<file path="src/rtl/mem_access_unit.sv">
// mem_access_unit: a single-outstanding load/store unit. Sub-word stores
// are read-modify-write against a word-wide memory with an asynchronous
// read port.
//
// Handshake: a request transfers on a posedge where req_valid && req_ready.
// req_ready is high only in IDLE. While the unit is busy, req_valid is
// ignored and nothing is queued. resp_valid is a one-cycle pulse with no
// back-pressure. resp_err and resp_rdata are meaningful only while
// resp_valid is high.
module mem_access_unit #(
  parameter int WIDTH    = 8,
  parameter int ADD_SIZE = 24
) (
  input  logic                clk,
  input  logic                rst,
  input  logic                req_valid,
  output logic                req_ready,
  input  logic                req_we,
  input  logic [1:0]          req_size,
  input  logic                req_signed,
  input  logic [ADD_SIZE-1:0] req_addr,
  input  logic [4*WIDTH-1:0]  req_wdata,
  output logic                resp_valid,
  output logic                resp_err,
  output logic [4*WIDTH-1:0]  resp_rdata,
  output logic                mem_enable,
  output logic [ADD_SIZE-1:0] mem_addr,
  output logic [4*WIDTH-1:0]  mem_data,
  input  logic [4*WIDTH-1:0]  mem_q,
  output logic [2:0]          state_dbg
);

  localparam int DW = 4 * WIDTH;
  // Highest start address whose four bytes all fit in memory.
  localparam logic [ADD_SIZE-1:0] LAST_ADDR = {ADD_SIZE{1'b1}} - ADD_SIZE'(3);

  typedef enum logic [2:0] {IDLE, LOAD, READ, WRITE, ERR, RESP} state_t;

  state_t          state, next_state;
  logic            accept;
  logic            req_bad;
  logic            lat_we;
  logic [1:0]      lat_size;
  logic            lat_signed;
  logic [DW-1:0]   lat_wdata;
  logic [DW-1:0]   merged;
  logic [DW-1:0]   load_ext;

  assign accept    = req_valid && req_ready;
  assign req_bad   = (req_size == 2'd3) || (req_addr > LAST_ADDR);
  assign state_dbg = state;

  // State register.
  always_ff @(posedge clk) begin
    if (rst) state <= IDLE;
    else     state <= next_state;
  end

  // Next-state routing and the per-state strobes.
  always_comb begin
    next_state = state;
    req_ready  = 1'b0;
    resp_valid = 1'b0;
    mem_enable = 1'b0;
    case (state)
      IDLE: begin
        req_ready = 1'b1;
        if (req_valid) begin
          if (req_bad)                 next_state = ERR;
          else if (!req_we)            next_state = LOAD;
          else if (req_size == 2'd2)   next_state = WRITE;
          else                         next_state = READ;
        end
      end
      LOAD:  next_state = RESP;
      READ:  next_state = WRITE;
      WRITE: begin
        mem_enable = 1'b1;
        next_state = RESP;
      end
      ERR:   next_state = RESP;
      RESP: begin
        resp_valid = 1'b1;
        next_state = IDLE;
      end
      default: next_state = IDLE;
    endcase
  end

  // Read-modify-write merge: store data overlays the low lane(s) of the read word.
  always_comb begin
    merged = mem_q;
    if (lat_size == 2'd0) merged[WIDTH-1:0]   = lat_wdata[WIDTH-1:0];
    else                  merged[2*WIDTH-1:0] = lat_wdata[2*WIDTH-1:0];
  end

  // Load result: select byte/half/word and zero- or sign-extend it.
  always_comb begin
    case (lat_size)
      2'd0:    load_ext = {{(3*WIDTH){lat_signed & mem_q[WIDTH-1]}}, mem_q[WIDTH-1:0]};
      2'd1:    load_ext = {{(2*WIDTH){lat_signed & mem_q[2*WIDTH-1]}}, mem_q[2*WIDTH-1:0]};
      default: load_ext = mem_q;
    endcase
  end

  // Latched request fields, memory-side registers and response registers.
  always_ff @(posedge clk) begin
    if (rst) begin
      lat_we     <= 1'b0;
      lat_size   <= 2'd0;
      lat_signed <= 1'b0;
      lat_wdata  <= '0;
      mem_addr   <= '0;
      mem_data   <= '0;
      resp_rdata <= '0;
      resp_err   <= 1'b0;
    end else begin
      if (accept) begin
        lat_we     <= req_we;
        lat_size   <= req_size;
        lat_signed <= req_signed;
        lat_wdata  <= req_wdata;
        mem_addr   <= req_addr;
        resp_rdata <= '0;
        resp_err   <= 1'b0;
        // Word stores skip the read phase, so the write word is ready now.
        if (next_state == WRITE) mem_data <= req_wdata;
      end
      if (state == LOAD && !lat_we) resp_rdata <= load_ext;
      if (state == READ && lat_we)  mem_data   <= merged;
      if (state == ERR)             resp_err   <= 1'b1;
    end
  end

endmodule

</file>
<file path="config.mk">
export PLATFORM = sky130hd
export DESIGN_NAME = mem_access_unit
export DESIGN_NICKNAME = d
export VERILOG_FILES = /design/src/rtl/mem_access_unit.sv
export SDC_FILE = /design/constraint.sdc
export NUM_CORES = 1
export LEC_CHECK = 0
export ABC_AREA = 1
export CORE_AREA = 2 2 99 124
export DETAILED_ROUTE_END_ITERATION = 6
export DIE_AREA = 0 0 101 126
export PLACE_DENSITY = 0.81
export SYNTH_ARGS = -nofsm -noshare
export SYNTH_HDL_FRONTEND = slang
export SYNTH_SLANG_ARGS = --single-unit
export TNS_END_PERCENT = 5
</file>
<file path="constraint.sdc">
create_clock -name clk -period 2.2 [get_ports clk]
set_input_delay 0.66 -clock clk [delete_from_list [all_inputs] [get_ports clk]]
set_output_delay 0.66 -clock clk [all_outputs]
set_load 0.005 [all_outputs]
</file>
# ---- Yosys cells after proc, flatten, opt, wreduce, memory -nomap -nowiden
# Index checks and enable logic that the tools add are counted.
dict set report op_classes {
  addsub 0
  multipliers 0
  div_mod_pow 0
  n_lt_le_gt_ge 1
  n_eq_ne 9
  n_shift 0
  n_mux 17
  bitwise_logic 2
  reduce_logical 13
}
# op count
set ops {}
lappend ops {{$mux 32} 5}
lappend ops {{$pmux 32 s2} 1}
lappend ops {{$gt 24x24->1 const B} 1}
lappend ops {{$eq 3x2->1 const B} 3}
lappend ops {{$pmux 3 s3} 1}
lappend ops {{$mux 8} 1}
lappend ops {{$reduce_bool 2->1} 4}
lappend ops {{$eq 3x3->1 const B} 2}
lappend ops {{$mux 1} 6}
lappend ops {{$mux 3} 2}
lappend ops {{$eq 2x2->1 const B} 2}
lappend ops {{$eq 3x1->1 const B} 1}
lappend ops {{$logic_and 1x1->1} 3}
lappend ops {{$logic_not 3->1} 1}
lappend ops {{$reduce_or 3->1} 1}
lappend ops {{$and 1x1->1} 2}
lappend ops {{$eq 2x1->1 const B} 1}
lappend ops {{$logic_not 2->1} 1}
lappend ops {{$mux 2} 1}
lappend ops {{$reduce_and 2->1} 1}
lappend ops {{$logic_not 1->1} 1}
lappend ops {{$logic_or 1x1->1} 1}
dict set report word_totals {
  reg_bits 112
  latchBits 0
  ramBits 0
  mem_bits_ro 0
  inputBits 95
  word_cells 51
  memories 0
}

# ---- Longest topological paths before layout
# Gate-level depths: netlist of the first run.
dict set report depth {
  ltp_word 10
  mapped_depth 12
  ltp_nobuf 11
}

# ---- Least setup slack after synthesis of the first run
# Ideal clock, no wire load.
dict set report synth_path {
  kind {input to register}
  from {input req_addr[0]}
  to {register mem_data[10]}
  setup_time_ns 0.113
  arrival_ns 1.650
  t_required_ns 2.087
  slack_ns 0.437
  path_stages 9
  cell_sequence {o21ai_0 -> nor2_1 -> nand2_1 -> nand3_1 -> a21oi_2 -> nand3_2 -> buf_6 -> nor2_1 -> nor2_1}
}
dict set report synth_via {
  elab_chain_len 8
}
# item line_no
set synth_lines {}
lappend synth_lines {{start, declared} 21} ;# input logic [ADD_SIZE-1:0] req_addr,
lappend synth_lines {{$gt 24x24->1} 50} ;# assign req_bad = (req_size == 2'd3) || (req_addr > LAST_ADDR);
lappend synth_lines {{$logic_or 1x1->1} 50}
lappend synth_lines {{$mux 3} 69} ;# if (req_bad) next_state = ERR;
lappend synth_lines {{$mux 3} 68} ;# if (req_valid) begin
lappend synth_lines {{$pmux 3 s3} 65} ;# case (state)
lappend synth_lines {{$eq 3x2->1} 127} ;# if (next_state == WRITE) mem_data <= req_wdata;
lappend synth_lines {{$reduce_bool 2->1 (no source line)} n/a}
lappend synth_lines {{$reduce_and 2->1 (no source line)} n/a}
lappend synth_lines {{end signal, assigned} 127}
lappend synth_lines {{end signal, assigned} 130} ;# if (state == READ && lat_we) mem_data <= merged;
lappend synth_lines {{end, declared} 28} ;# output logic [4*WIDTH-1:0] mem_data,
# Every way passes these cells.
# A chain may end at the register's enable or synchronous reset.

# ---- Final worst setup path of the first run
dict set report layout_path {
  from {register state[0] (netlist: state_dbg[0])}
  to {output resp_valid}
}
dict set report layout_via {
  elab_chain_len 2
}
# item line_no
set layout_lines {}
lappend layout_lines {{start, declared} 39} ;# state_t state, next_state;
lappend layout_lines {{start signal, assigned} 56} ;# else state <= next_state;
lappend layout_lines {{$eq 3x3->1} 65}
lappend layout_lines {{$mux 1} 65}
lappend layout_lines {{end, declared} 23} ;# output logic resp_valid,
# Every way passes these cells.

==> results of run 1 <==
==> cell families after synthesis <==
group | synth area share (%)
AO/OA/AOI/OAI | 13.9
buffers and inverters | 9.53
flip-flops | 44.0
AND/OR/NAND/NOR | 32.5
==> cell usage after synthesis <==
| master | n | area (um^2) |
|---|---|---|
| nor3_1 | 2 | 10.0 |
| dfxtp_1 | 112 | 2240 |
| a21oi_1 | 62 | 310 |
| nand3_2 | 31 | 310 |
| o2111ai_2 | 1 | 15.0 |
| o21ai_1 | 18 | 90.1 |
| clkbuf_1 | 16 | 60.1 |
| nand2_2 | 2 | 12.5 |
| nor2_1 | 150 | 563 |
| nor3_2 | 1 | 10.0 |
| nor2_4 | 2 | 22.5 |
| inv_4 | 1 | 6.26 |
| a31oi_4 | 1 | 21.3 |
| o21ai_0 | 51 | 255 |
| nor3b_1 | 1 | 7.51 |
| nand3_1 | 5 | 25.0 |
| a211oi_1 | 1 | 7.51 |
| buf_4 | 3 | 22.5 |
| nand2_1 | 182 | 683 |
| nand4_1 | 1 | 6.26 |
| a21oi_2 | 1 | 8.76 |
| buf_2 | 17 | 85.1 |
| inv_2 | 9 | 33.8 |
| buf_6 | 8 | 90.1 |
| nor2_2 | 1 | 6.26 |
| inv_1 | 50 | 188 |
==> layer usage <==
layer | up-vias | global-route usage (%)
li1 | 2650 | -
met1 | 2320 | 27.3
met2 | 191 | 39.7
met3 | 30 | 5.72
met4 | 0 | 10.1
met5 | - | 0
==> worst register-to-register path, stage by stage (launching register included) <==
cell	delay, ns
dfxtp_4	0.37
nor2_2	0.14
nand2_2	0.08
buf_4	0.15
nor2_4	0.10
o2111ai_2	0.18
nand2_1	0.11
nand3_2	0.11
buf_12	0.19
nor2_1	0.13
nor2_1	0.06
==> state kept, by name, indices dropped and copies added, names as in the netlist <==
register	count
resp_rdata	32
lat_size	2
mem_data	32
resp_err	1
lat_signed	1
state_dbg	3
mem_addr	24
lat_wdata	16
lat_we	1
==> cells in the final DEF (no fill, tap or decap), drive strengths merged <==
cell type	netlist	final
a211oi	1	1
a21oi	63	63
a31oi	1	1
buf	28	26
clkbuf	16	13
clkdlybuf4s50	0	188
clkinv	0	2
clkinvlp	0	1
dfxtp	112	112
dlymetal6s2s	0	1
inv	60	60
nand2	184	184
nand3	36	36
nand4	1	1
nor2	153	153
nor3	3	3
nor3b	1	1
o2111ai	1	1
o21ai	69	69
==> worst min path at each step <==
stage                                      to  slack (ns)                 startpoint  cells after the start
floorplan           lat_wdata[4]$_SDFFE_PP0P_        0.43  lat_wdata[4]$_SDFFE_PP0P_                      2
global placement    lat_wdata[7]$_SDFFE_PP0P_        0.44  lat_wdata[7]$_SDFFE_PP0P_                      2
detailed placement  lat_wdata[4]$_SDFFE_PP0P_        0.44  lat_wdata[4]$_SDFFE_PP0P_                      2
CTS                 lat_wdata[4]$_SDFFE_PP0P_        0.45  lat_wdata[4]$_SDFFE_PP0P_                      2
global route        lat_wdata[4]$_SDFFE_PP0P_        0.47  lat_wdata[4]$_SDFFE_PP0P_                      2
finish              lat_wdata[4]$_SDFFE_PP0P_        0.45  lat_wdata[4]$_SDFFE_PP0P_                      2
==> layout make-up <==
type	instances	area (um^2)	share of cell area, %
timing repair buffer	215	2160	29.0
multi-input combinational	513	2380	31.9
inverter	60	228	3.05
clock inverter	3	17.5	0.235
sequential	112	2250	30.1
tap	138	173	2.31
clock buffer	13	250	3.35
==> power by group through the flow <==
stage	combinational (uW)	sequential, uW	clock (uW)
floorplan	1390	2780	0
global placement	2700	2780	0
CTS	2760	2760	1540
detailed placement	2740	2790	0
finish	2750	2760	1490
global route	3070	2810	1610
==> stage by stage <==
step	util [%]	instance area, um^2	setup TNS [ns]
2_1_floorplan	-	5090	0
3_3_place_gp	62.0	7170	-5.68
3_5_place_dp	62.0	7170	-6.85
4_1_cts	64.4	7450	-0.0214
5_1_grt	64.6	7470	-0.0186
6_report	64.6	7470	0
==> repair_timing <==
item / 4_1_cts / 5_1_grt
buffers inserted: 0 / 1
pin swaps: 0 / 2
cloned: 0 / 0
setup endpoints to repair: 3 / 11
endpoints found under the hold margin: 0 / 0
resized for setup: 4 / 5
==> impl_metrics.json, run 1 <==
{
  "synthToLayoutAreaGrowth_pct": 46.6,
  "rsz0062_at_grt": "yes",
  "path_max_fanout": 5,
  "grt_overflow": 0,
  "p_total_uw": 7000,
  "pre_cts_ws_ns": -0.258,
  "avgSynthCellArea_um2": 6.99,
  "slew-limit-headroom_pct": 62.3,
  "die_x_um": 101,
  "r2r_end": "mem_data[10]$_SDFFE_PP0P_",
  "root_buffer": "clkbuf_16",
  "r2r_cells": 10,
  "drt-met1-wl_um": 5860,
  "wl_per_cell_um": 13.8,
  "row_count": 44,
  "drv_cap": 0,
  "ys_warn_count": 0,
  "sequentialPowerShare_pct": 39.4,
  "p_int_uw": 4660,
  "grt_pass1_wl_um": 23800,
  "core_area_um2": 11600,
  "vias_per_cell": 4.93,
  "grt_max_degree": 76,
  "start_kind": "flip-flop",
  "p_comb_share_pct": 39.3,
  "drc": 0,
  "hp-class": "reg2reg",
  "gp_congestion": 0.812,
  "critical_path_class": "reg2out",
  "hold_viol": 0,
  "crit_path_end": "resp_valid",
  "crit_family": "buffers and inverters",
  "dp.cells": 1037,
  "crit_required_ns": 1.54,
  "ir_drop_uv": 450,
  "pwr-share-clk_pct": 21.3,
  "synth_seq_area_share_pct": 44.0,
  "swShare_pct": 33.4,
  "antenna_found_initial": 0,
  "drt_first_pass_iters": 4,
  "fin_skew_ns": 0.00524,
  "fp.dieH_um": 126,
  "htreeDepth": 3,
  "syn_nets": 824,
  "power.density_nw_per_um2": 938,
  "critPathSlowestCell": "clkdlybuf4s50_1",
  "ff2ff_setup_slack_ns": 0.48,
  "fillers": 1045,
  "synth_area_um2": 5090,
  "clkTransAtPathRegs_ns": 0.07,
  "via_count": 5191,
  "final_cells": 1054,
  "arrival_ns": 1.46,
  "status": "finished clean",
  "initial_utilization_pct": 44.0,
  "worst_pin_slew_ns": 0.566,
  "end_kind": "output pin",
  "slowest_delay_ns": 0.52,
  "layout_min_cycle_time_ns": 2.12,
  "cp_num_cells": 3,
  "numCtsBuffers": 9,
  "cts_tree": "done",
  "max_freq_mhz": 472,
  "cts_max_path_buffers": 2,
  "finalSetupViolations": 0,
  "track_usage_pct": 23.2,
  "port_buffers": 189,
  "cts_sinks": 112,
  "ios": 190,
  "cts_hold_buf": 0,
  "cp-startpoint": "state_dbg[0]$_SDFF_PP0_",
  "setup_slack_ns": 0.0834,
  "reg2reg_from": "state_dbg[0]$_SDFF_PP0_",
  "worst_hold_slack_ns": 0.455,
  "drive_above_1_share_pct": 10.6,
  "clk_latency_ns": 0.34,
  "synthCells": 729,
  "synth_seq_cells": 112,
  "nets": 1006,
  "final.period_utilization_pct": 96.2,
  "cellLeakagePower_uw": 0.00339,
  "path_cells": "inv_2 > nor3_2 > clkdlybuf4s50_1",
  "p_switching_uw": 2340,
  "dpl.hpwl_um": 10400,
  "grt_pass1_vias": 5044,
  "path_buf_inv": 2,
  "ant_nets": 0,
  "num_antenna_cells": 0,
  "synth.distinct_cells": 26,
  "top_layer_used": "met4",
  "slew_violations": 0,
  "dieArea_um2": 12700,
  "drt-total-wl_um": 14600,
  "wl_met3_um": 1160,
  "dr_wl_met2_um": 7140,
  "drt-initial-drc-count": 288
}
Power figures use the tool's default switching activity.
==> inputs of run 2 (changes only) <==
- PLACE_DENSITY: 0.81 -> 0.8
==> run 2 against run 1 <==
  * Global-route usage is 0.45 points higher
  * Critical endpoint is now mem_enable
  * Design area is 1.4% higher
  * Hold slack worse by 0.0031 ns
  * Via count hardly changed
  * Worst setup slack worse by 0.027 ns
  * Flip-flop and latch count stayed put
  * Count of clock-buffer cells in the layout stayed put
  * Die area stayed put
  * Largest cell class unchanged
  * Critical path depth stayed put
==> impl_metrics.json, run 2 (same netlist as run 1, synthesis figures left out) <==
{
  "dieArea_um2": 12700,
  "layout_commonest_cell": "clkdlybuf4s50_1",
  "p_total_uw": 7140,
  "reg2reg_from": "state_dbg[1]$_SDFF_PP0_",
  "holdCritStartpoint": "lat_wdata[6]$_SDFFE_PP0P_",
  "gp_congestion": 0.809,
  "dp.cells": 1046,
  "root_buffer": "clkbuf_16",
  "crit_required_ns": 1.54,
  "wl_per_cell_um": 14.0,
  "start_kind": "flip-flop",
  "max_freq_mhz": 466,
  "p_switching_uw": 2370,
  "drt-total-wl_um": 14800,
  "critical_path_class": "reg2out",
  "num_antenna_cells": 0,
  "pwr-share-clk_pct": 22.4,
  "min_to": "lat_wdata[6]$_SDFFE_PP0P_",
  "drt_first_pass_iters": 4,
  "port_buffers": 189,
  "numCtsBuffers": 9,
  "grt_max_degree": 43,
  "drc": 0,
  "ios": 190,
  "clkTransAtPathRegs_ns": 0.07,
  "grt_pass1_wl_um": 24200,
  "cts_tree": "done",
  "via_count": 5193,
  "synthToLayoutAreaGrowth_pct": 48.6,
  "hold_path_depth": 2,
  "rsz0062_at_grt": "yes",
  "worst_pin_slew_ns": 0.547,
  "hold_viol": 0,
  "cts_max_path_buffers": 2,
  "dpl.hpwl_um": 10800,
  "grt_overflow": 0,
  "path_max_fanout": 5,
  "reg.largest.list": "mem_data: 32 flops, resp_rdata: 32 flops, mem_addr: 24 flops",
  "fillers": 1018,
  "slew-limit-headroom_pct": 63.5,
  "worst_hold_slack_ns": 0.452,
  "drive_above_1_share_pct": 11.1,
  "clk_latency_ns": 0.34,
  "cts_hold_buf": 0,
  "ant_nets": 0,
  "core_area_um2": 11600,
  "layout_min_cycle_time_ns": 2.14,
  "power.density_nw_per_um2": 943,
  "final_cells": 1062,
  "status": "finished clean",
  "stdcell_area_um2": 7570,
  "slew_violations": 0,
  "cts_sinks": 112,
  "end_kind": "output pin",
  "arrival_ns": 1.48,
  "initial_utilization_pct": 44.0,
  "swShare_pct": 33.2,
  "fin_skew_ns": 0.00596,
  "mostFrequentLayoutCells": "clkdlybuf4s50_1, nand2_1, nor2_1, dfxtp_1, a21oi_1",
  "cellLeakagePower_uw": 0.00345,
  "finalSetupViolations": 0,
  "die_x_um": 101,
  "ff2ff_setup_slack_ns": 0.47,
  "p_int_uw": 4770,
  "hp-class": "reg2reg",
  "sequentialPowerShare_pct": 38.7,
  "place_area_um2": 7250,
  "tns_ns": 0,
  "row_count": 44,
  "track_usage_pct": 23.7,
  "antenna_found_initial": 0,
  "drv_cap": 0,
  "r2r_cells": 8,
  "fp.dieH_um": 126,
  "drt-initial-drc-count": 220,
  "nets": 1014,
  "final.period_utilization_pct": 97.4,
  "r2r_end": "mem_data[12]$_SDFFE_PP0P_",
  "p_comb_share_pct": 38.9,
  "grt_pass1_vias": 5040,
  "ir_drop_uv": 630,
  "htreeDepth": 3,
  "vias_per_cell": 4.89
}
==> run 2: cell count changes in the layout (fill, tap and decap cells not counted), sizes merged <==
cell,change
buf,+8
clkdlybuf4s50,-1
dlymetal6s2s,+1
clkinv,-1
bufinv,+1
==> run 2: metrics by stage <==
stage / util, % / setup slack [ns]
2_1_floorplan: - / 0.437
3_3_place_gp: 62.7 / -0.237
3_5_place_dp: 62.7 / -0.276
4_1_cts: 65.3 / -0.0123
5_1_grt: 65.5 / -0.0246
6_report: 65.5 / 0.0563
==> run 2: worst max-delay path: stages, from the launching register on <==
cell	delay (ns)
dfxtp_4	0.39
inv_2	0.06
nor3_2	0.17
clkdlybuf4s50_1	0.53
==> run 2: power by group through the flow <==
stage | clock [uW] | combinational (uW) | sequential [uW]
after global routing | 1740 | 3110 | 2810
after floorplan | 0 | 1390 | 2780
after CTS | 1640 | 2790 | 2750
after global placement | 0 | 2730 | 2780
after detailed placement | 0 | 2760 | 2790
final | 1600 | 2780 | 2760
==> run 2: worst max path at each step <==
stage	from	end	slack, ns	cells after the start
final	state_dbg[0]$_SDFF_PP0_	mem_enable	0.06	3
after global routing	state_dbg[0]$_SDFF_PP0_	mem_enable	-0.02	3
after CTS	state_dbg[1]$_SDFF_PP0_	mem_enable	-0.01	3
after detailed placement	req_addr[0]	mem_data[15]$_SDFFE_PP0P_	-0.28	10
after global placement	req_addr[0]	mem_data[15]$_SDFFE_PP0P_	-0.24	10
after floorplan	req_addr[0]	mem_data[10]$_SDFFE_PP0P_	0.44	9
==> run 2: cell type report <==
class / count / area [um^2] / share of cell area (%)
Sequential cell: 112 / 2250 / 29.8
Clock buffer: 13 / 240 / 3.17
Inverter: 60 / 228 / 3.01
Clock inverter: 3 / 42.5 / 0.562
Timing Repair Buffer: 223 / 2240 / 29.6
Multi-Input combinational cell: 513 / 2390 / 31.6
Tap cell: 138 / 173 / 2.28
==> run 2: what timing repair did <==
item | 4_1_cts | 5_1_grt
buffers inserted | 0 | 0
gates resized for setup | 4 | 8
endpoints found under the setup margin | 3 | 6
==> run 2: metal layers <==
metal | wire (um) | global-route usage, %
met2 | 7300 | 41.6
met3 | 1130 | 7.16
met1 | 6130 | 27.7
met5 | 0 | 0
met4 | 254 | 6.44
